$ cat src/rtl/theta_column_parity.sv
// Keccak theta pre-stage: folds a serially delivered 25-lane state into five column
// parities, then streams the theta mixing words D[x] one per accepted beat.
module theta_column_parity #(
    parameter int unsigned LANE_WIDTH = 64
) (
    input  logic                  clk,
    input  logic                  rst,
    input  logic                  in_valid,
    output logic                  in_ready,
    input  logic [LANE_WIDTH-1:0] in_lane,
    output logic                  out_valid,
    input  logic                  out_ready,
    output logic [LANE_WIDTH-1:0] out_d,
    output logic [2:0]            out_x,
    output logic                  out_last
);

    typedef enum logic [1:0] {
        StIdle,
        StAccum,
        StEmit
    } state_e;

    state_e                state_q, state_d;
    logic [LANE_WIDTH-1:0] c_q [5];
    logic [LANE_WIDTH-1:0] c_d [5];
    logic [2:0]            x_q, x_d;
    logic [2:0]            y_q, y_d;
    logic [2:0]            out_x_q, out_x_d;
    logic [LANE_WIDTH-1:0] d_sel;

    function automatic logic [LANE_WIDTH-1:0] rotl1(input logic [LANE_WIDTH-1:0] v);
        return {v[LANE_WIDTH-2:0], v[LANE_WIDTH-1]};
    endfunction

    // D[x] = C[x-1] ^ rotl(C[x+1], 1), indices mod 5
    always_comb begin
        d_sel = '0;
        unique case (out_x_q)
            3'd0:    d_sel = c_q[4] ^ rotl1(c_q[1]);
            3'd1:    d_sel = c_q[0] ^ rotl1(c_q[2]);
            3'd2:    d_sel = c_q[1] ^ rotl1(c_q[3]);
            3'd3:    d_sel = c_q[2] ^ rotl1(c_q[4]);
            3'd4:    d_sel = c_q[3] ^ rotl1(c_q[0]);
            default: d_sel = '0;
        endcase
    end

    always_comb begin
        state_d   = state_q;
        c_d       = c_q;
        x_d       = x_q;
        y_d       = y_q;
        out_x_d   = out_x_q;
        in_ready  = 1'b0;
        out_valid = 1'b0;

        case (state_q)
            StIdle: begin
                state_d = StAccum;
            end
            StAccum: begin
                in_ready = 1'b1;
                if (in_valid) begin
                    for (int unsigned i = 0; i < 5; i++) begin
                        if (x_q == 3'(i)) begin
                            c_d[i] = c_q[i] ^ in_lane;
                        end
                    end
                    if (x_q == 3'd4) begin
                        x_d = 3'd0;
                        if (y_q == 3'd4) begin
                            y_d     = 3'd0;
                            state_d = StEmit;
                        end else begin
                            y_d = y_q + 3'd1;
                        end
                    end else begin
                        x_d = x_q + 3'd1;
                    end
                end
            end
            StEmit: begin
                out_valid = 1'b1;
                if (out_ready) begin
                    if (out_x_q == 3'd4) begin
                        out_x_d = 3'd0;
                        state_d = StAccum;
                        for (int unsigned i = 0; i < 5; i++) begin
                            c_d[i] = '0;
                        end
                    end else begin
                        out_x_d = out_x_q + 3'd1;
                    end
                end
            end
            default: begin
                state_d = StIdle;
            end
        endcase
    end

    // Outputs read as zero whenever no word is being presented
    assign out_d    = out_valid ? d_sel : '0;
    assign out_x    = out_x_q;
    assign out_last = out_valid && (out_x_q == 3'd4);

    always_ff @(posedge clk or posedge rst) begin
        if (rst) begin
            state_q <= StIdle;
            x_q     <= 3'd0;
            y_q     <= 3'd0;
            out_x_q <= 3'd0;
            for (int unsigned i = 0; i < 5; i++) begin
                c_q[i] <= '0;
            end
        end else begin
            state_q <= state_d;
            x_q     <= x_d;
            y_q     <= y_d;
            out_x_q <= out_x_d;
            c_q     <= c_d;
        end
    end

endmodule

$ cat config.mk
export PLATFORM = sky130hd
export DESIGN_NAME = theta_column_parity
export DESIGN_NICKNAME = d
export VERILOG_FILES = /design/src/rtl/theta_column_parity.sv
export SDC_FILE = /design/constraint.sdc
export NUM_CORES = 1
export LEC_CHECK = 0
export ABC_AREA = 1
export BUFFER_PORTS_ARGS = -buffer_cell sky130_fd_sc_hd__buf_2
export CORE_ASPECT_RATIO = 1.2
export CORE_UTILIZATION = 56
export CTS_BUF_LIST = sky130_fd_sc_hd__clkbuf_4
export DETAILED_ROUTE_END_ITERATION = 8
export PLACE_DENSITY = 0.82
export SLEW_MARGIN = 25
export SYNTH_ARGS = -nofsm -noshare
export SYNTH_HDL_FRONTEND = slang
export SYNTH_SLANG_ARGS = --single-unit
$ cat constraint.sdc
create_clock -name clk -period 10.3 [get_ports clk]
set_input_delay 1.03 -clock clk [delete_from_list [all_inputs] [get_ports clk]]
set_output_delay 1.03 -clock clk [all_outputs]
set_load 0.02 [all_outputs]
==> impl_metrics.json, run 1 <==
{
  "holdWs_ns": 0.3074,
  "grt_start_max_net_pins": 149,
  "finalMaxSlewViolations": 0,
  "r2r_cells": 8,
  "layout-drive-gt1-share": 0.07454,
  "yosysTopAreaCellShare": 0.3560,
  "die_y_um": 225.3,
  "p_sw_frac": 0.5297,
  "clockBufferDepth": 3,
  "p_leak_uw": 0.01433,
  "status": "completed",
  "worstSetupStartpoint": "state_q[0]$_DFFE_PP0P_",
  "gp_congestion": 0.9199,
  "dp_cells": 4452,
  "syn_nets": 3988,
  "postLayoutCoreUtil": 0.6178,
  "register_area_um2": 8283,
  "r2r-start": "out_x[0]$_DFFE_PP0P_",
  "period_needed_ns": 4.758,
  "yosys-top-cells-area": "dfrtp_1, nand2_1, nand3_1, inv_1, o21ai_0",
  "core_area_um2": 40840,
  "yosysWarnings": 0,
  "cts.clk_slew.worst_paths_ns": 0.07,
  "peakVddDrop_v": 0.0002338,
  "power_frac_comb": 0.521,
  "cp_max_fo": 83,
  "worstSetupPathType": "flop to primary output",
  "synthCells": 3908,
  "power_switching_uw": 4461,
  "via_count": 25160,
  "synth_area_um2": 23270,
  "cts.repair.resized": 0,
  "grt_overflow": 0,
  "grt_pass1_vias": 23060,
  "start_kind": "flop",
  "pin_count": 138,
  "cts_tree": "built",
  "io_buffers": 137,
  "power_frac_clock": 0.142,
  "yosys-top-cells-count": "nand2_1, nand3_1, inv_1",
  "multi_input_area_um2": 12790,
  "synth-seq-cells": 331,
  "ys_seq_area_frac": 0.3560,
  "ys.flop_type": "dfrtp_1",
  "first_pass_iters": 5,
  "postCtsSetupBuffers": 0,
  "endpoint": "out_d[43]",
  "fin_skew_ns": 0.05406,
  "fin_ws_ns": 5.542,
  "hold_buffers": 0,
  "avgSynthCellArea_um2": 5.954,
  "setup_viol": 0,
  "final_cells": 4609,
  "cts-root-buf": "clkbuf_4",
  "areaGrowthSynthToFinish_pct": 8.448,
  "finalCritPeriodShare": 0.4619,
  "place_ws_ns": 6.419,
  "cap_viol_max_count": 0,
  "nets": 4086,
  "fillers": 3979,
  "grt_pass1_wl_um": 113600,
  "r2r_end": "c_q[196]$_DFFE_PP0P_",
  "synth_edf_count": 0,
  "fmax_mhz": 210.2,
  "max_stage_delay_ns": 0.75,
  "avgRoutedWirePerCell_um": 14.79,
  "relSlewSlack": 0.2886,
  "cts_sinks": 331,
  "synth_top_area_cell": "dfrtp_1",
  "drt-total-wl_um": 68180,
  "power.density_nw_per_um2": 333.8,
  "p_int_uw": 3961,
  "worstPathArrival_ns": 3.73,
  "final_antenna_net_count": 0,
  "fp.dieW_um": 188.1,
  "post-route-drc-count": 0,
  "critPathMostFrequentCell": "buf_4",
  "drt_iter0_drc": 2147,
  "worstSkewPairLatency_ns": 0.83,
  "synth.most_common_cell": "nand2_1",
  "dp.final_hpwl_um": 42690,
  "ys_types": 17,
  "hp-class": "input port to asynchronous set/reset pin",
  "numCtsBuffers": 91,
  "tightestPinTransition_ns": 1.067,
  "crit_chain": "inv_1 -> nand2_4 -> buf_4 -> buf_4 -> nor2_1 -> buf_2",
  "setup_tns_ns": 0,
  "p_seq_frac": 0.337,
  "die_area_um2": 42370,
  "initial_core_util": 0.5697,
  "end_kind": "primary output",
  "rsz0062_at_grt": "false",
  "antenna_found_initial": 3,
  "htreeDepth": 3,
  "r2r_setup_slack_ns": 6.71,
  "async_reset_ff_frac": 1.000,
  "crit_path_top_delay_cell": "nand2_4",
  "rows": 81,
  "hold_viol_final": 0,
  "cp.required_ns": 9.27,
  "vias_per_cell": 5.460,
  "globalRouteTotalUtil": 0.3250
}
[cells in the final DEF, fill, tap and decap left out]
cell        synthesis  routed
buf_2              97     137
clkbuf_4            0     125
buf_12              0       1
buf_4              25      18
nor2_1            206     202
nand2_2             0       1
o21ai_0           243     242
nand3_4             0       3
inv_1             403     401
o21ai_4             0       2
nor2_4              0       4
o21ai_1            22      22
dfrtp_1           331     331
bufinv_16           0       2
clkinvlp_4          0       1
ha_2                0       1
nand3_1           713     710
inv_2               0       1
diode_2             0       5
ha_1               12      11
o22ai_1             1       1
nand2_4             0       2
buf_6               0       1
nand2_1          1821    1818
clkinv_1            0      21
nand3b_1            1       1
clkinv_2            0       3
a21oi_1             2       2
inv_8               0       1
[worst max-delay path: cells and delay by family (launching register included)]
family	cells	cell delay, ns
buf+inv	4	1.56
simple gates	2	0.87
flops	1	0.44
[logic make-up after synthesis]
kind of cell / Yosys count / synth area share
adder cells (fa/ha/maj): 12 / 0.006452
AO/OA/AOI/OAI: 269 / 0.05807
buffers and inverters: 555 / 0.09883
flip-flops: 331 / 0.3560
AND/OR/NAND/NOR: 2741 / 0.4807
[through the flow]
step / instance area [um2] / power [uW]
2_1_floorplan: 23270 / 5954
3_3_place_gp: 24120 / 7068
3_5_place_dp: 24120 / 7164
4_1_cts: 25220 / 8380
5_1_grt: 25230 / 9263
6_report: 25230 / 8422
[final cells by class]
| type | count | share of cell area |
|---|---|---|
| Clock buffer | 125 | 0.03719 |
| Inverter | 403 | 0.06024 |
| Tap cell | 539 | 0.02673 |
| Clock inverter | 27 | 0.006396 |
| Multi-Input combinational cell | 3022 | 0.5069 |
| Sequential cell | 331 | 0.3282 |
| Antenna cell | 5 | 0.0004958 |
| Timing Repair Buffer | 157 | 0.03377 |
[sequential cells by signal, summed over array words and instances, names as in the netlist]
signal   count
out_x        3
c_q        320
state_q      2
y_q          3
x_q          3
[per-layer routing]
metal	vias to the layer above	GRT usage	wire (um)
met5	-	0	0
met4	0	0.1353	1794
met3	157	0.05170	5368
met2	1039	0.5436	32470
met1	11470	0.4179	28550
li1	12500	-	-
[power by group through the flow]
| stage | clock network, uW | registers, uW | logic (uW) |
|---|---|---|---|
| 2_1_floorplan | 0 | 2560 | 3400 |
| 3_3_place_gp | 0 | 2820 | 4250 |
| 3_5_place_dp | 0 | 2820 | 4350 |
| 4_1_cts | 1210 | 2810 | 4360 |
| 5_1_grt | 1290 | 2940 | 5030 |
| 6_report | 1190 | 2840 | 4390 |
[worst min path at each step]
stage                       startpoint                   end  slack (ns)
global route                       rst  c_q[202]$_DFFE_PP0P_        0.38
global placement    x_q[2]$_DFFE_PP0P_    x_q[2]$_DFFE_PP0P_        0.50
floorplan           x_q[2]$_DFFE_PP0P_    x_q[2]$_DFFE_PP0P_        0.47
finish                             rst  c_q[202]$_DFFE_PP0P_        0.31
CTS                                rst  c_q[202]$_DFFE_PP0P_        0.34
detailed placement  x_q[2]$_DFFE_PP0P_    x_q[2]$_DFFE_PP0P_        0.51
Power figures use the tool's default switching activity.
==> run 2, diff against run 1 <==
==> constraint.sdc (replaced) <==
create_clock -name clk -period 4 [get_ports clk]
set_input_delay 0.4 -clock clk [delete_from_list [all_inputs] [get_ports clk]]
set_output_delay 0.4 -clock clk [all_outputs]
set_load 0.02 [all_outputs]
==> impl_metrics.json, run 2 (synthesized netlist as in run 1, its figures left out) <==
{
  "r2r_cells": 9,
  "final_cells": 4702,
  "areaGrowthSynthToFinish_pct": 12.43,
  "cts.clk_slew.worst_paths_ns": 0.08,
  "drt-total-wl_um": 68240,
  "finalCritPeriodShare": 0.8735,
  "nets": 4167,
  "status": "completed",
  "drt_iter0_drc": 2171,
  "layout-drive-gt1-share": 0.07668,
  "cts-root-buf": "clkbuf_4",
  "r2r-start": "out_x[0]$_DFFE_PP0P_",
  "top_register": "c_q",
  "cap_viol_max_count": 0,
  "fin_skew_ns": 0.04626,
  "numCtsBuffers": 92,
  "cp.required_ns": 3.60,
  "fillers": 3898,
  "dp_cells": 4465,
  "worstSetupStartpoint": "out_x[0]$_DFFE_PP0P_",
  "die_y_um": 225.3,
  "grt_pass1_wl_um": 114900,
  "p_total_uw": 21910,
  "grt_pass1_vias": 23760,
  "p_leak_uw": 0.01475,
  "io_buffers": 137,
  "end_kind": "primary output",
  "period_needed_ns": 3.494,
  "dp.final_hpwl_um": 44830,
  "post-route-drc-count": 0,
  "vias_per_cell": 5.432,
  "final_common_cell": "nand2_1",
  "initial_core_util": 0.5697,
  "cts_tree": "built",
  "tightestPinTransition_ns": 0.9146,
  "grt_overflow": 0,
  "worstPathArrival_ns": 3.09,
  "antenna_found_initial": 2,
  "postCtsSetupBuffers": 0,
  "max_stage_delay_ns": 0.45,
  "die_area_um2": 42370,
  "multi_input_area_um2": 12790,
  "crit_chain": "inv_1 -> ha_1 -> nand2_1 -> inv_2 -> buf_12 -> nand3_1 -> nand3_1 -> nor2_1 -> nor2_1 -> buf_2",
  "stdcell_area_um2": 26160,
  "r2r_end": "c_q[222]$_DFFE_PP0P_",
  "pin_count": 138,
  "endpoint": "out_d[41]",
  "largest_reg_flops": 320,
  "hp-class": "input port to asynchronous set/reset pin",
  "rows": 81,
  "final_antenna_net_count": 0,
  "htreeDepth": 3,
  "core_area_um2": 40840,
  "r2r_setup_slack_ns": 1.15,
  "crit_path_top_delay_cell": "inv_2",
  "fp.dieW_um": 188.1,
  "worstSetupPathType": "flop to primary output",
  "setup_viol": 0,
  "fmax_mhz": 286.2,
  "rsz0062_at_grt": "false",
  "clockBufferDepth": 3,
  "avgRoutedWirePerCell_um": 14.51,
  "register_area_um2": 8283,
  "final_cell_mix": "nand2_1, nand3_1, inv_1",
  "power.density_nw_per_um2": 837.7,
  "globalRouteTotalUtil": 0.3260,
  "finalMaxSlewViolations": 0,
  "worstSkewPairLatency_ns": 0.84,
  "postLayoutCoreUtil": 0.6405,
  "dpl_cell_area_um2": 24340,
  "grt_start_max_net_pins": 157,
  "start_kind": "flop",
  "peakVddDrop_v": 0.0006890,
  "via_count": 25540,
  "first_pass_iters": 6,
  "relSlewSlack": 0.3902,
  "hold_viol_final": 0,
  "cts_sinks": 331,
  "gp_congestion": 0.9062,
  "cp_max_fo": 46
}
## run 2: per-layer routing
metal / track usage / routed length [um]
met4: 0.1553 / 2330
met2: 0.5436 / 32600
met1: 0.4107 / 28330
met3: 0.05559 / 4987
met5: 0 / 0
## run 2: critical path, delay by kind of cell (launching register included)
family,cells,cell delay [ns]
flip-flops,1,0.41
adder cells (fa/ha/maj),1,0.18
buffers and inverters,4,1.11
AND/OR/NAND/NOR,5,0.55
## run 2: worst min path at each step
stage                     slack, ns                    to               start  cells past startpoint
after floorplan                0.47    x_q[2]$_DFFE_PP0P_  x_q[2]$_DFFE_PP0P_                      2
after global placement         0.50    x_q[2]$_DFFE_PP0P_  x_q[2]$_DFFE_PP0P_                      2
after detailed placement       0.51    y_q[2]$_DFFE_PP0P_  y_q[2]$_DFFE_PP0P_                      2
after CTS                      0.18  c_q[130]$_DFFE_PP0P_                 rst                      3
after global routing           0.25    c_q[7]$_DFFE_PP0P_                 rst                      3
final                          0.22  c_q[130]$_DFFE_PP0P_                 rst                      3
## run 2: report_power, final
part	leakage [uW]	switching, uW	internal (uW)
sequential	0.00409	2280	5020
clock	0.000682	1580	1560
combinational	0.00997	7680	3790
## run 2: timing repair
item / in CTS / in global routing
hold buffers: 67 / 0
resized for setup: 0 / 0
endpoints found under the hold margin: 324 / 0
## run 2: cell type report
| cell class | count | area share |
|---|---|---|
| multi-input cells | 3022 | 0.4890 |
| repair buffers | 237 | 0.06658 |
| clock inverters | 45 | 0.008753 |
| well taps | 539 | 0.02578 |
| inverters | 403 | 0.05797 |
| flip-flops and latches | 331 | 0.3166 |
| diodes | 3 | 0.0002870 |
| clock buffers | 122 | 0.03501 |
## run 2: stage by stage
stage               hold slack (ns)  worst slack (ns)  setup TNS, ns
floorplan                    0.4746           -0.8207        -271.64
global placement             0.4973             1.277              0
detailed placement           0.5077             1.195              0
CTS                          0.1814            0.4917              0
global route                 0.2470            0.3248              0
finish                       0.2182            0.5061              0
